File: config.mk
export PLATFORM = sky130hd
export DESIGN_NAME = video_dram_sched_flat
export DESIGN_NICKNAME = d
export VERILOG_FILES = /design/src/rtl/video_dram_pkg.sv /design/src/rtl/video_dram_sched_if.sv /design/src/rtl/dram_refresh_timer.sv /design/src/rtl/video_dram_sched.sv /design/src/flat_wrapper.sv
export SDC_FILE = /design/constraint.sdc
export NUM_CORES = 1
export LEC_CHECK = 0
export ABC_AREA = 1
export ABC_CLOCK_PERIOD_IN_PS = 2950
export BUFFER_PORTS_ARGS = -buffer_cell sky130_fd_sc_hd__buf_2
export CAP_MARGIN = 20
export CORE_ASPECT_RATIO = 1.5
export CORE_MARGIN = 2
export CORE_UTILIZATION = 45
export CTS_CLUSTER_DIAMETER = 120
export CTS_CLUSTER_SIZE = 30
export DETAILED_ROUTE_END_ITERATION = 16
export PLACE_DENSITY = 0.74
export SLEW_MARGIN = 20
export SYNTH_ARGS = -nofsm -noshare
export SYNTH_HDL_FRONTEND = slang
export SYNTH_SLANG_ARGS = --single-unit
File: constraint.sdc
create_clock -name clk -period 2.95 [get_ports clk]
set_input_delay 0.885 -clock clk [delete_from_list [all_inputs] [get_ports clk]]
set_output_delay 0.885 -clock clk [all_outputs]
set_load 0.02 [all_outputs]
File: src/rtl/video_dram_pkg.sv
// rtl/video_dram_pkg.sv - shared types and slot constants for the video DRAM scheduler
package video_dram_pkg;

  localparam int AW_DEF = 21;

  typedef enum logic [1:0] {
    OWN_NONE    = 2'd0,
    OWN_VIDEO   = 2'd1,
    OWN_CPU     = 2'd2,
    OWN_REFRESH = 2'd3
  } owner_e;

  // One bit per slot of the 8-cycle frame; a set bit marks a video slot.
  localparam logic [7:0] SLOT_MASK_BW8 = 8'b1000_0000;
  localparam logic [7:0] SLOT_MASK_BW4 = 8'b1000_1000;

  function automatic logic is_video_slot(input logic bw, input logic [2:0] slot);
    logic [7:0] mask;
    mask = bw ? SLOT_MASK_BW4 : SLOT_MASK_BW8;
    return mask[slot];
  endfunction

endpackage

File: src/rtl/video_dram_sched_if.sv
// rtl/video_dram_sched_if.sv - video, CPU and DRAM controller signals of the scheduler
interface video_dram_sched_if #(
  parameter int AW = 21
);
  logic          cend;
  logic          pre_cend;
  logic          fetch_start;
  logic          video_go;
  logic          video_bw;
  logic          frame_start;
  logic [AW-1:0] video_base;
  logic          video_strobe;
  logic [15:0]   video_data;
  logic          cpu_req;
  logic          cpu_rnw;
  logic [AW-1:0] cpu_addr;
  logic [15:0]   cpu_wrdata;
  logic [1:0]    cpu_bsel;
  logic          cpu_strobe;
  logic          dram_req;
  logic          dram_rnw;
  logic [AW-1:0] dram_addr;
  logic [15:0]   dram_wrdata;
  logic [1:0]    dram_bsel;
  logic          dram_refresh;
  logic [15:0]   dram_rddata;

  modport slave (
    input  cend, pre_cend, fetch_start, video_go, video_bw, frame_start, video_base,
    input  cpu_req, cpu_rnw, cpu_addr, cpu_wrdata, cpu_bsel, dram_rddata,
    output video_strobe, video_data, cpu_strobe,
    output dram_req, dram_rnw, dram_addr, dram_wrdata, dram_bsel, dram_refresh
  );

  modport master (
    output cend, pre_cend, fetch_start, video_go, video_bw, frame_start, video_base,
    output cpu_req, cpu_rnw, cpu_addr, cpu_wrdata, cpu_bsel, dram_rddata,
    input  video_strobe, video_data, cpu_strobe,
    input  dram_req, dram_rnw, dram_addr, dram_wrdata, dram_bsel, dram_refresh
  );

endinterface

File: src/rtl/dram_refresh_timer.sv
// rtl/dram_refresh_timer.sv - refresh interval timer with saturating pending-refresh count
module dram_refresh_timer #(
  parameter int REF_PERIOD  = 27,
  parameter int REF_MAXPEND = 3
) (
  input  logic clk,
  input  logic rst,
  input  logic cend,
  input  logic grant,
  output logic ref_pend_nz,
  output logic ref_urgent
);
  localparam int TW = (REF_PERIOD > 1) ? $clog2(REF_PERIOD) : 1;
  localparam int PW = $clog2(REF_MAXPEND + 1);

  logic [TW-1:0] timer_q, timer_d;
  logic [PW-1:0] pend_q, pend_d;
  logic          wrap;

  always_comb begin
    timer_d = timer_q;
    wrap    = 1'b0;
    if (cend) begin
      if (timer_q == TW'(REF_PERIOD - 1)) begin
        timer_d = '0;
        wrap    = 1'b1;
      end else begin
        timer_d = timer_q + 1'b1;
      end
    end
    // A wrap landing on the same clock as a grant cancels out.
    pend_d = pend_q;
    if (wrap && !grant) begin
      if (pend_q != PW'(REF_MAXPEND)) pend_d = pend_q + 1'b1;
    end else if (grant && !wrap && pend_q != '0) begin
      pend_d = pend_q - 1'b1;
    end
  end

  always_ff @(posedge clk) begin
    if (rst) begin
      timer_q <= '0;
      pend_q  <= '0;
    end else begin
      timer_q <= timer_d;
      pend_q  <= pend_d;
    end
  end

  assign ref_pend_nz = (pend_q != '0);
  assign ref_urgent  = (pend_q == PW'(REF_MAXPEND));

endmodule

File: src/rtl/video_dram_sched.sv
// rtl/video_dram_sched.sv - per-DRAM-cycle owner selection between video, CPU and refresh
module video_dram_sched
  import video_dram_pkg::*;
#(
  parameter int AW          = AW_DEF,
  parameter int REF_PERIOD  = 27,
  parameter int REF_MAXPEND = 3
) (
  input logic               clk,
  input logic               rst,
  video_dram_sched_if.slave bus
);
  owner_e        owner_q, owner_d;
  logic [2:0]    slot_q, slot_d, nxt_slot;
  logic [AW-1:0] vaddr_q, vaddr_d;
  logic          req_q, req_d, rnw_q, rnw_d, rfsh_q, rfsh_d;
  logic          vstb_q, vstb_d, cstb_q, cstb_d;
  logic [AW-1:0] addr_q, addr_d;
  logic [15:0]   wdata_q, wdata_d;
  logic [1:0]    bsel_q, bsel_d;
  logic          vid_slot, ref_grant, ref_pend_nz, ref_urgent;

  dram_refresh_timer #(
    .REF_PERIOD (REF_PERIOD),
    .REF_MAXPEND(REF_MAXPEND)
  ) u_refresh (
    .clk        (clk),
    .rst        (rst),
    .cend       (bus.cend),
    .grant      (ref_grant),
    .ref_pend_nz(ref_pend_nz),
    .ref_urgent (ref_urgent)
  );

  always_comb begin
    nxt_slot = bus.fetch_start ? 3'd0 : slot_q + 3'd1;
    slot_d   = bus.cend ? nxt_slot : slot_q;
    vid_slot = bus.video_go && is_video_slot(bus.video_bw, nxt_slot);
  end

  // Next owner; a CPU cycle may never follow another CPU cycle directly.
  always_comb begin
    owner_d = owner_q;
    if (bus.pre_cend) begin
      if (vid_slot)                               owner_d = OWN_VIDEO;
      else if (ref_urgent)                        owner_d = OWN_REFRESH;
      else if (bus.cpu_req && owner_q != OWN_CPU) owner_d = OWN_CPU;
      else if (ref_pend_nz)                       owner_d = OWN_REFRESH;
      else                                        owner_d = OWN_NONE;
    end
  end

  always_comb begin
    req_d     = req_q;
    rnw_d     = rnw_q;
    addr_d    = addr_q;
    wdata_d   = wdata_q;
    bsel_d    = bsel_q;
    rfsh_d    = rfsh_q;
    vstb_d    = 1'b0;
    cstb_d    = 1'b0;
    ref_grant = bus.pre_cend && (owner_d == OWN_REFRESH);
    vaddr_d   = vaddr_q;
    if (bus.pre_cend) begin
      vstb_d = (owner_q == OWN_VIDEO);
      cstb_d = (owner_q == OWN_CPU);
      req_d  = (owner_d == OWN_VIDEO) || (owner_d == OWN_CPU);
      rfsh_d = (owner_d == OWN_REFRESH);
      case (owner_d)
        OWN_VIDEO: begin
          rnw_d   = 1'b1;
          addr_d  = vaddr_q;
          vaddr_d = vaddr_q + 1'b1;
        end
        OWN_CPU: begin
          rnw_d   = bus.cpu_rnw;
          addr_d  = bus.cpu_addr;
          wdata_d = bus.cpu_wrdata;
          bsel_d  = bus.cpu_bsel;
        end
        default: ;
      endcase
    end
    // A frame restart overrides the post-grant increment.
    if (bus.frame_start) vaddr_d = bus.video_base;
  end

  always_ff @(posedge clk) begin
    if (rst) begin
      owner_q <= OWN_NONE;
      slot_q  <= '0;
      vaddr_q <= '0;
      req_q   <= 1'b0;
      rnw_q   <= 1'b0;
      addr_q  <= '0;
      wdata_q <= '0;
      bsel_q  <= '0;
      rfsh_q  <= 1'b0;
      vstb_q  <= 1'b0;
      cstb_q  <= 1'b0;
    end else begin
      owner_q <= owner_d;
      slot_q  <= slot_d;
      vaddr_q <= vaddr_d;
      req_q   <= req_d;
      rnw_q   <= rnw_d;
      addr_q  <= addr_d;
      wdata_q <= wdata_d;
      bsel_q  <= bsel_d;
      rfsh_q  <= rfsh_d;
      vstb_q  <= vstb_d;
      cstb_q  <= cstb_d;
    end
  end

  assign bus.video_strobe = vstb_q;
  assign bus.video_data   = bus.dram_rddata;
  assign bus.cpu_strobe   = cstb_q;
  assign bus.dram_req     = req_q;
  assign bus.dram_rnw     = rnw_q;
  assign bus.dram_addr    = addr_q;
  assign bus.dram_wrdata  = wdata_q;
  assign bus.dram_bsel    = bsel_q;
  assign bus.dram_refresh = rfsh_q;

endmodule

File: src/flat_wrapper.sv
// flat-port wrapper written by rule: the top's interface ports become plain ports
module video_dram_sched_flat import video_dram_pkg::*;
#(
  parameter int AW          = AW_DEF,
  parameter int REF_PERIOD  = 27,
  parameter int REF_MAXPEND = 3
)
  (clk, rst, bus_cend, bus_pre_cend, bus_fetch_start, bus_video_go, bus_video_bw, bus_frame_start, bus_video_base, bus_cpu_req, bus_cpu_rnw, bus_cpu_addr, bus_cpu_wrdata, bus_cpu_bsel, bus_dram_rddata, bus_video_strobe, bus_video_data, bus_cpu_strobe, bus_dram_req, bus_dram_rnw, bus_dram_addr, bus_dram_wrdata, bus_dram_bsel, bus_dram_refresh);
  video_dram_sched_if #(.AW(AW)) bus_i ();
  input logic clk;
  input logic rst;
  input wire logic [$bits(bus_i.cend)-1:0] bus_cend;
  input wire logic [$bits(bus_i.pre_cend)-1:0] bus_pre_cend;
  input wire logic [$bits(bus_i.fetch_start)-1:0] bus_fetch_start;
  input wire logic [$bits(bus_i.video_go)-1:0] bus_video_go;
  input wire logic [$bits(bus_i.video_bw)-1:0] bus_video_bw;
  input wire logic [$bits(bus_i.frame_start)-1:0] bus_frame_start;
  input wire logic [$bits(bus_i.video_base)-1:0] bus_video_base;
  input wire logic [$bits(bus_i.cpu_req)-1:0] bus_cpu_req;
  input wire logic [$bits(bus_i.cpu_rnw)-1:0] bus_cpu_rnw;
  input wire logic [$bits(bus_i.cpu_addr)-1:0] bus_cpu_addr;
  input wire logic [$bits(bus_i.cpu_wrdata)-1:0] bus_cpu_wrdata;
  input wire logic [$bits(bus_i.cpu_bsel)-1:0] bus_cpu_bsel;
  input wire logic [$bits(bus_i.dram_rddata)-1:0] bus_dram_rddata;
  output wire logic [$bits(bus_i.video_strobe)-1:0] bus_video_strobe;
  output wire logic [$bits(bus_i.video_data)-1:0] bus_video_data;
  output wire logic [$bits(bus_i.cpu_strobe)-1:0] bus_cpu_strobe;
  output wire logic [$bits(bus_i.dram_req)-1:0] bus_dram_req;
  output wire logic [$bits(bus_i.dram_rnw)-1:0] bus_dram_rnw;
  output wire logic [$bits(bus_i.dram_addr)-1:0] bus_dram_addr;
  output wire logic [$bits(bus_i.dram_wrdata)-1:0] bus_dram_wrdata;
  output wire logic [$bits(bus_i.dram_bsel)-1:0] bus_dram_bsel;
  output wire logic [$bits(bus_i.dram_refresh)-1:0] bus_dram_refresh;
  assign bus_i.cend = bus_cend;
  assign bus_i.pre_cend = bus_pre_cend;
  assign bus_i.fetch_start = bus_fetch_start;
  assign bus_i.video_go = bus_video_go;
  assign bus_i.video_bw = bus_video_bw;
  assign bus_i.frame_start = bus_frame_start;
  assign bus_i.video_base = bus_video_base;
  assign bus_i.cpu_req = bus_cpu_req;
  assign bus_i.cpu_rnw = bus_cpu_rnw;
  assign bus_i.cpu_addr = bus_cpu_addr;
  assign bus_i.cpu_wrdata = bus_cpu_wrdata;
  assign bus_i.cpu_bsel = bus_cpu_bsel;
  assign bus_i.dram_rddata = bus_dram_rddata;
  assign bus_video_strobe = bus_i.video_strobe;
  assign bus_video_data = bus_i.video_data;
  assign bus_cpu_strobe = bus_i.cpu_strobe;
  assign bus_dram_req = bus_i.dram_req;
  assign bus_dram_rnw = bus_i.dram_rnw;
  assign bus_dram_addr = bus_i.dram_addr;
  assign bus_dram_wrdata = bus_i.dram_wrdata;
  assign bus_dram_bsel = bus_i.dram_bsel;
  assign bus_dram_refresh = bus_i.dram_refresh;
  video_dram_sched #(.AW(AW), .REF_PERIOD(REF_PERIOD), .REF_MAXPEND(REF_MAXPEND)) u_core (.clk(clk), .rst(rst), .bus(bus_i));
endmodule
Yosys cells after proc, flatten, opt, wreduce, memory -nomap -nowiden
Index checks and enable logic that the tools add are counted.
- register bits: 77
- output and inout port bits: 60
- bits of input ports: 86
- word-level logic and storage cells: 69
- add/subtract/negate cells: 5
- reduce and logical (&&, ||, !) cells: 19
- $lt $le $gt $ge: 1
- bitwise gates (word level): 1
- multiplexer cells: 20
- eq/ne operators: 10
- operators by type and width (kind ; number):
    $mux W21 ; 3
    $pmux W21 S2 ; 1
    $add A21 B1 Y21 const B ; 1
    $mux W2 ; 8
    $reduce_bool A2 Y1 ; 5
    $eq A2 B2 Y1 const B ; 4
    $reduce_and A2 Y1 ; 4
    $logic_and A1 B1 Y1 ; 6
    $add A5 B1 Y5 const B ; 1
    $eq A5 B5 Y1 const B ; 1
    $mux W5 ; 1
    $eq A2 B1 Y1 const B ; 2
    $lt A3 B4 Y1 const B ; 1
    $mux W4 ; 1
    $ne A2 B2 Y1 const B ; 2
    $add A3 B1 Y3 const B ; 1
    $bmux W1 S3 ; 1
    $mux W1 ; 3
    $mux W3 ; 1
    $add A2 B1 Y2 const B ; 1
    $logic_not A1 Y1 ; 2
    $ne A2 B1 Y1 const B ; 1
    $pmux W1 S2 ; 1
    $reduce_or A2 Y1 ; 1
    other kinds (3) ; 3

Logic depth before layout (Yosys ltp)
- word-level depth: 13
- depth in mapped cells: 17
- mapped depth without buffers: 17

Modules after synthesis
From an unflattened synthesis, not the netlist that was laid out.
- cells, all modules: 544
- area total of the unflattened synthesis: 3938.8 µm²
- by module, submodules not included (module ; times used ; area an instance (µm²) ; cells each ; seq. area each (µm²)):
    video_dram_sched ; 1 ; 3548.4 ; 493 ; 1401.3
    dram_refresh_timer ; 1 ; 390.4 ; 51 ; 140.1

Worst setup path before layout
Ideal clock, no wire load.
- path kind: input port to flip-flop
- start: input port bus_fetch_start
- end: register u_core.bsel_q[0] (netlist: u_core.bus.dram_bsel[0])
- arrival time: 2.376 ns
- data required time: 2.834 ns
- path buffers: 1
- cell stages on the path: 12
- setup time: 0.116 ns
- setup slack: 0.458 ns
- cells stage by stage: a21oi_1 o21ai_0 nand2_1 nand4_1 nand2_1 o21ai_0 ha_1 nand2_1 clkinv_1 buf_2 nor2_1 nor2_1
- word-level cells in the longest chain between the ends: 8
- ends and longest elaborated chain (item ; line ; RTL):
    from (decl) ; flat_wrapper.sv:14 ; input wire logic [$bits(bus_i.fetch_start)-1:0] bus_fetch_start;
    $mux W3 ; video_dram_sched.sv:36 ; nxt_slot = bus.fetch_start ? 3'd0 : slot_q + 3'd1;
    $bmux W1 S3 ; video_dram_pkg.sv:20 ; return mask[slot];
    $mux W1 (not written as such) ; video_dram_pkg.sv:20 ;
    $logic_and A1 B1 Y1 ; video_dram_sched.sv:38 ; vid_slot = bus.video_go && is_video_slot(bus.video_bw, nxt_slot);
    $mux W2 ; video_dram_sched.sv:45 ; if (vid_slot) owner_d = OWN_VIDEO;
    $mux W2 ; video_dram_sched.sv:44 ; if (bus.pre_cend) begin
    $eq A2 B2 Y1 ; video_dram_sched.sv:69 ; case (owner_d)
    $reduce_and A2 Y1 (no line) ; - ;
    to (signal assigned) ; video_dram_sched.sv:109 ; bsel_q <= bsel_d;
    to (decl) ; video_dram_sched.sv:20 ; logic [1:0] bsel_q, bsel_d;
Every way passes these cells. The select of a mux whose other input is x is not followed.
A chain may end at the register's enable or synchronous reset.

Worst setup path after layout
- start: input port bus_fetch_start
- end: register u_core.rnw_q (netlist: u_core.bus.dram_rnw)
- word-level cells in the longest chain between the ends: 9
- elaborated cells between the ends (all ways): 11
- those cells by class: 2 x eq/ne; 6 x mux; 3 x reduce/logical
- ends and longest elaborated chain (item ; line ; RTL):
    $mux W3 * ; video_dram_sched.sv:36 ;
    $bmux W1 S3 * ; video_dram_pkg.sv:20 ;
    $mux W1 (not written as such) * ; video_dram_pkg.sv:20 ;
    $logic_and A1 B1 Y1 * ; video_dram_sched.sv:38 ;
    $mux W2 * ; video_dram_sched.sv:45 ;
    $mux W2 * ; video_dram_sched.sv:44 ;
    $eq A2 B2 Y1 / $eq A2 B1 Y1 (equally long branches) ; video_dram_sched.sv:69 ;
    $reduce_bool A2 Y1 (no line) ; - ;
    $reduce_and A2 Y1 (no line) ; - ;
    to (signal assigned) ; video_dram_sched.sv:106 ; rnw_q <= rnw_d;
    to (decl) ; video_dram_sched.sv:16 ; logic req_q, req_d, rnw_q, rnw_d, rfsh_q, rfsh_d;
Mark *: on every way between the ends. The rest lies on a longest branch, timed or not. The select of a mux whose other input is x is not followed.

==> flow_summary.yaml <==
timing:
  hold_violations: 0
  setup_viol: 0
  post-route-period-util_pct: 87.1
  clock_skew_ns: 0.00529
  timing.slew.headroom_pct: 53.8
  holdWs_ns: 0.461
  tns_ns: 0
  rsz0062_at_grt: "no"
  worst_slew_pin_slew_ns: 0.693
  max_freq_mhz: 389
  fin_crit_ns: 2.57
  maxSlewViolCount: 0
placed_design:
  port_buffers: 113
  gp_congestion: 0.880
  post-dp-hpwl_mm: 7.55
  dp.cells: 735
power:
  p_per_area_nw_per_um2: 575
  fin_total_pwr_mw: 2.70
  vdd_drop_max_v: 0.000329
  leakage_nw: 2.13
yosys:
  mappedNetlistNets: 638
  synth_top_family_by_area: "simple AND/OR/NAND/NOR gates"
  synthCells: 545
  ys_seq_area_share_pct: 40.1
  synth-compound-area-share_pct: 21.1
  synthMuxAreaShare_pct: 0
  ys.flop_type: "dfxtp_1"
  avgSynthCellArea_um2: 7.05
  synth-simple-area-share_pct: 25.2
  synthXorXnorAreaFrac_pct: 1.14
  yosys_warnings: 0
  synth-edff-count: 0
  yosys.area.top_type_share_pct: 40.1
  yosys.area_share.adder_pct: 2.28
  synth_largest_area_cell: "dfxtp_1"
  synthTopCellsByArea: "dfxtp_1, nand2_1, o21ai_0, a21oi_1, nor2_1"
  async_reset_ff_share_pct: 0
  ys_seq_elements: 77
  ys_types: 34
  syn-cell-area_um2: 3840
routing:
  drt-wirelength-per-cell_um: 13.4
  vias: 3880
  ant_nets: 0
  drt-total-wl_mm: 10.1
  drc_errors: 0
  first_iter_violations: 315
  vias_per_cell: 5.17
  drt_pass1_iterations: 4
clock_tree:
  clk_path_buf_depth: 2
  root_buffer: "clkbuf_16"
  cts_tree: "built"
  cts_resized: 0
  clk_pin_slew_ns: 0.06
  cts_made_buffers: 9
  worstSkewPairLatency_ns: 0.34
  post_cts_buffers: 0
  ctsHoldBuffers: 0
  htreeDepth: 3
  cts.sinks: 77
job:
  maxCapViolCount: 0
worst_setup_path:
  critPathRequiredTime_ns: 3.21
  worstSetupPathType: "primary input to flop"
  endpoint_kind: "flop"
  cp-start-kind: "primary input"
  crit_fanout: 23
  cpPeakStageDelay_ns: 0.51
  cp_slowest_cell: "inv_1"
  crit_path_frequent_cell: "nand2_1"
  cp_cell_sequence: "buf_2 > a21oi_1 > o21ai_0 > nand2_1 > nand4_1 > nand2_1 > o21ai_0 > ha_1 > nor2_4 > inv_1 > nand2_1 > a21oi_1"
  critPathArrivalTime_ns: 2.83
hold_path:
  hold_path_class: "flop to flop"
global_routing:
  grt_use_met3_pct: 3.30
  grt_use_met1_pct: 25.9
  grt-busiest-layer: "met2"
  grt_antenna_before_repair: 0
  grt_pass1_vias: 3585
  grt_max_degree: 39
  gr-usage-met2_pct: 37.4
  gr-usage-all-layers_pct: 21.7
  grt_overflow: 0
  grt_pass1_wl_mm: 16.1
outcome:
  status: "finished, final reports clean"
cells_and_area:
  layout_common_cells: "buf_2, nand2_1, dfxtp_1"
  layout-drive-gt1-share_pct: 25.6
  final_cells: 751
  layout_commonest_cell: "buf_2"
  syn2layout_area_growth_pct: 22.3
  diodes: 0
  nets: 732
  utilization_pct: 56.2
  fill_cells: 793
floorplan:
  rows: 41
  io_pins: 146
  die_w_um: 79.5
  start_util_pct: 46.0
  die_h_um: 117
  coreArea_um2: 8360
  dieArea_um2: 9310
## state kept, by name (all words and copies together) (netlist names)
register and flops:
u_core.bus.dram_refresh 1, u_core.owner_q 2, u_core.bus.dram_rnw 1, u_core.bus.dram_bsel 2
u_core.u_refresh.timer_q 5, u_core.bus.dram_wrdata 16, u_core.vaddr_q 21, u_core.bus.cpu_strobe 1
u_core.bus.video_strobe 1, u_core.u_refresh.pend_q 2, u_core.bus.dram_req 1, u_core.bus.dram_addr 21
u_core.slot_q 3
## kinds of logic (layout without fill, tap and decap cells)
family / Yosys count / count (layout)
compound gates: 147 / 147
buf+inv: 85 / 184
fa+ha+maj: 7 / 7
xor+xnor: 5 / 5
flops: 77 / 77
simple gates: 224 / 224
## cells in the mapped netlist (6+ instances only)
master / number
nand2_1: 97
dfxtp_1: 77
nor2_1: 71
o21ai_0: 61
a21oi_1: 59
inv_1: 39
nand3_1: 25
buf_4: 17
clkbuf_1: 15
buf_2: 7
ha_1: 7
nand2_2: 7
a21oi_2: 6
nand4_1: 6
nor3_1: 6
o211ai_1: 6
## routing by layer
| metal | up-vias | wire length [um] |
|---|---|---|
| met5 | - | 0 |
| met4 | 0 | 252 |
| met3 | 23 | 558 |
| met2 | 117 | 5070 |
| met1 | 1761 | 4210 |
| li1 | 1979 | - |
## final timing paths
kind / start / end / slack (ns) / cells after the start
min reg2reg: u_core.owner_q[0]$_SDFF_PP0_ / u_core.bus.video_strobe$_SDFF_PP0_ / 0.46 / 2
max reg2reg: u_core.slot_q[0]$_SDFFE_PP0P_ / u_core.bus.dram_rnw$_SDFFE_PP0P_ / 0.48 / 12
min: u_core.owner_q[0]$_SDFF_PP0_ / u_core.bus.video_strobe$_SDFF_PP0_ / 0.46 / 2
max: bus_fetch_start / u_core.bus.dram_rnw$_SDFFE_PP0P_ / 0.38 / 12
## cell type report
cell class	instances	area [um^2]	area share [%]
Inverter	44	165	3.51
Multi-Input combinational cell	383	1910	40.6
Tap cell	107	134	2.85
Clock buffer	10	229	4.87
Clock inverter	6	72.6	1.54
Sequential cell	77	1540	32.8
Timing Repair Buffer	124	648	13.8
## where the power goes
part           internal, mW  switching (mW)  total, mW
combinational         0.157           0.262      0.419
sequential             1.12          0.0607       1.18
clock                 0.662           0.446       1.11
total                  1.93           0.768       2.70
## worst max-delay path: cells and delay by family
family	cells	cell delay (ns)
buf+inv	2	0.62
simple gates	5	0.43
compound gates	4	0.54
fa+ha+maj	1	0.36
## stage by stage
stage          worst slack [ns]  cell area, um^2
6_report                  0.381             4700
5_1_grt                   0.186             4700
4_1_cts                   0.401             4700
3_5_place_dp             0.0527             4400
3_3_place_gp              0.146             4400
2_1_floorplan             0.458             3840
Note: power is estimated with default switching activity, not from simulation.
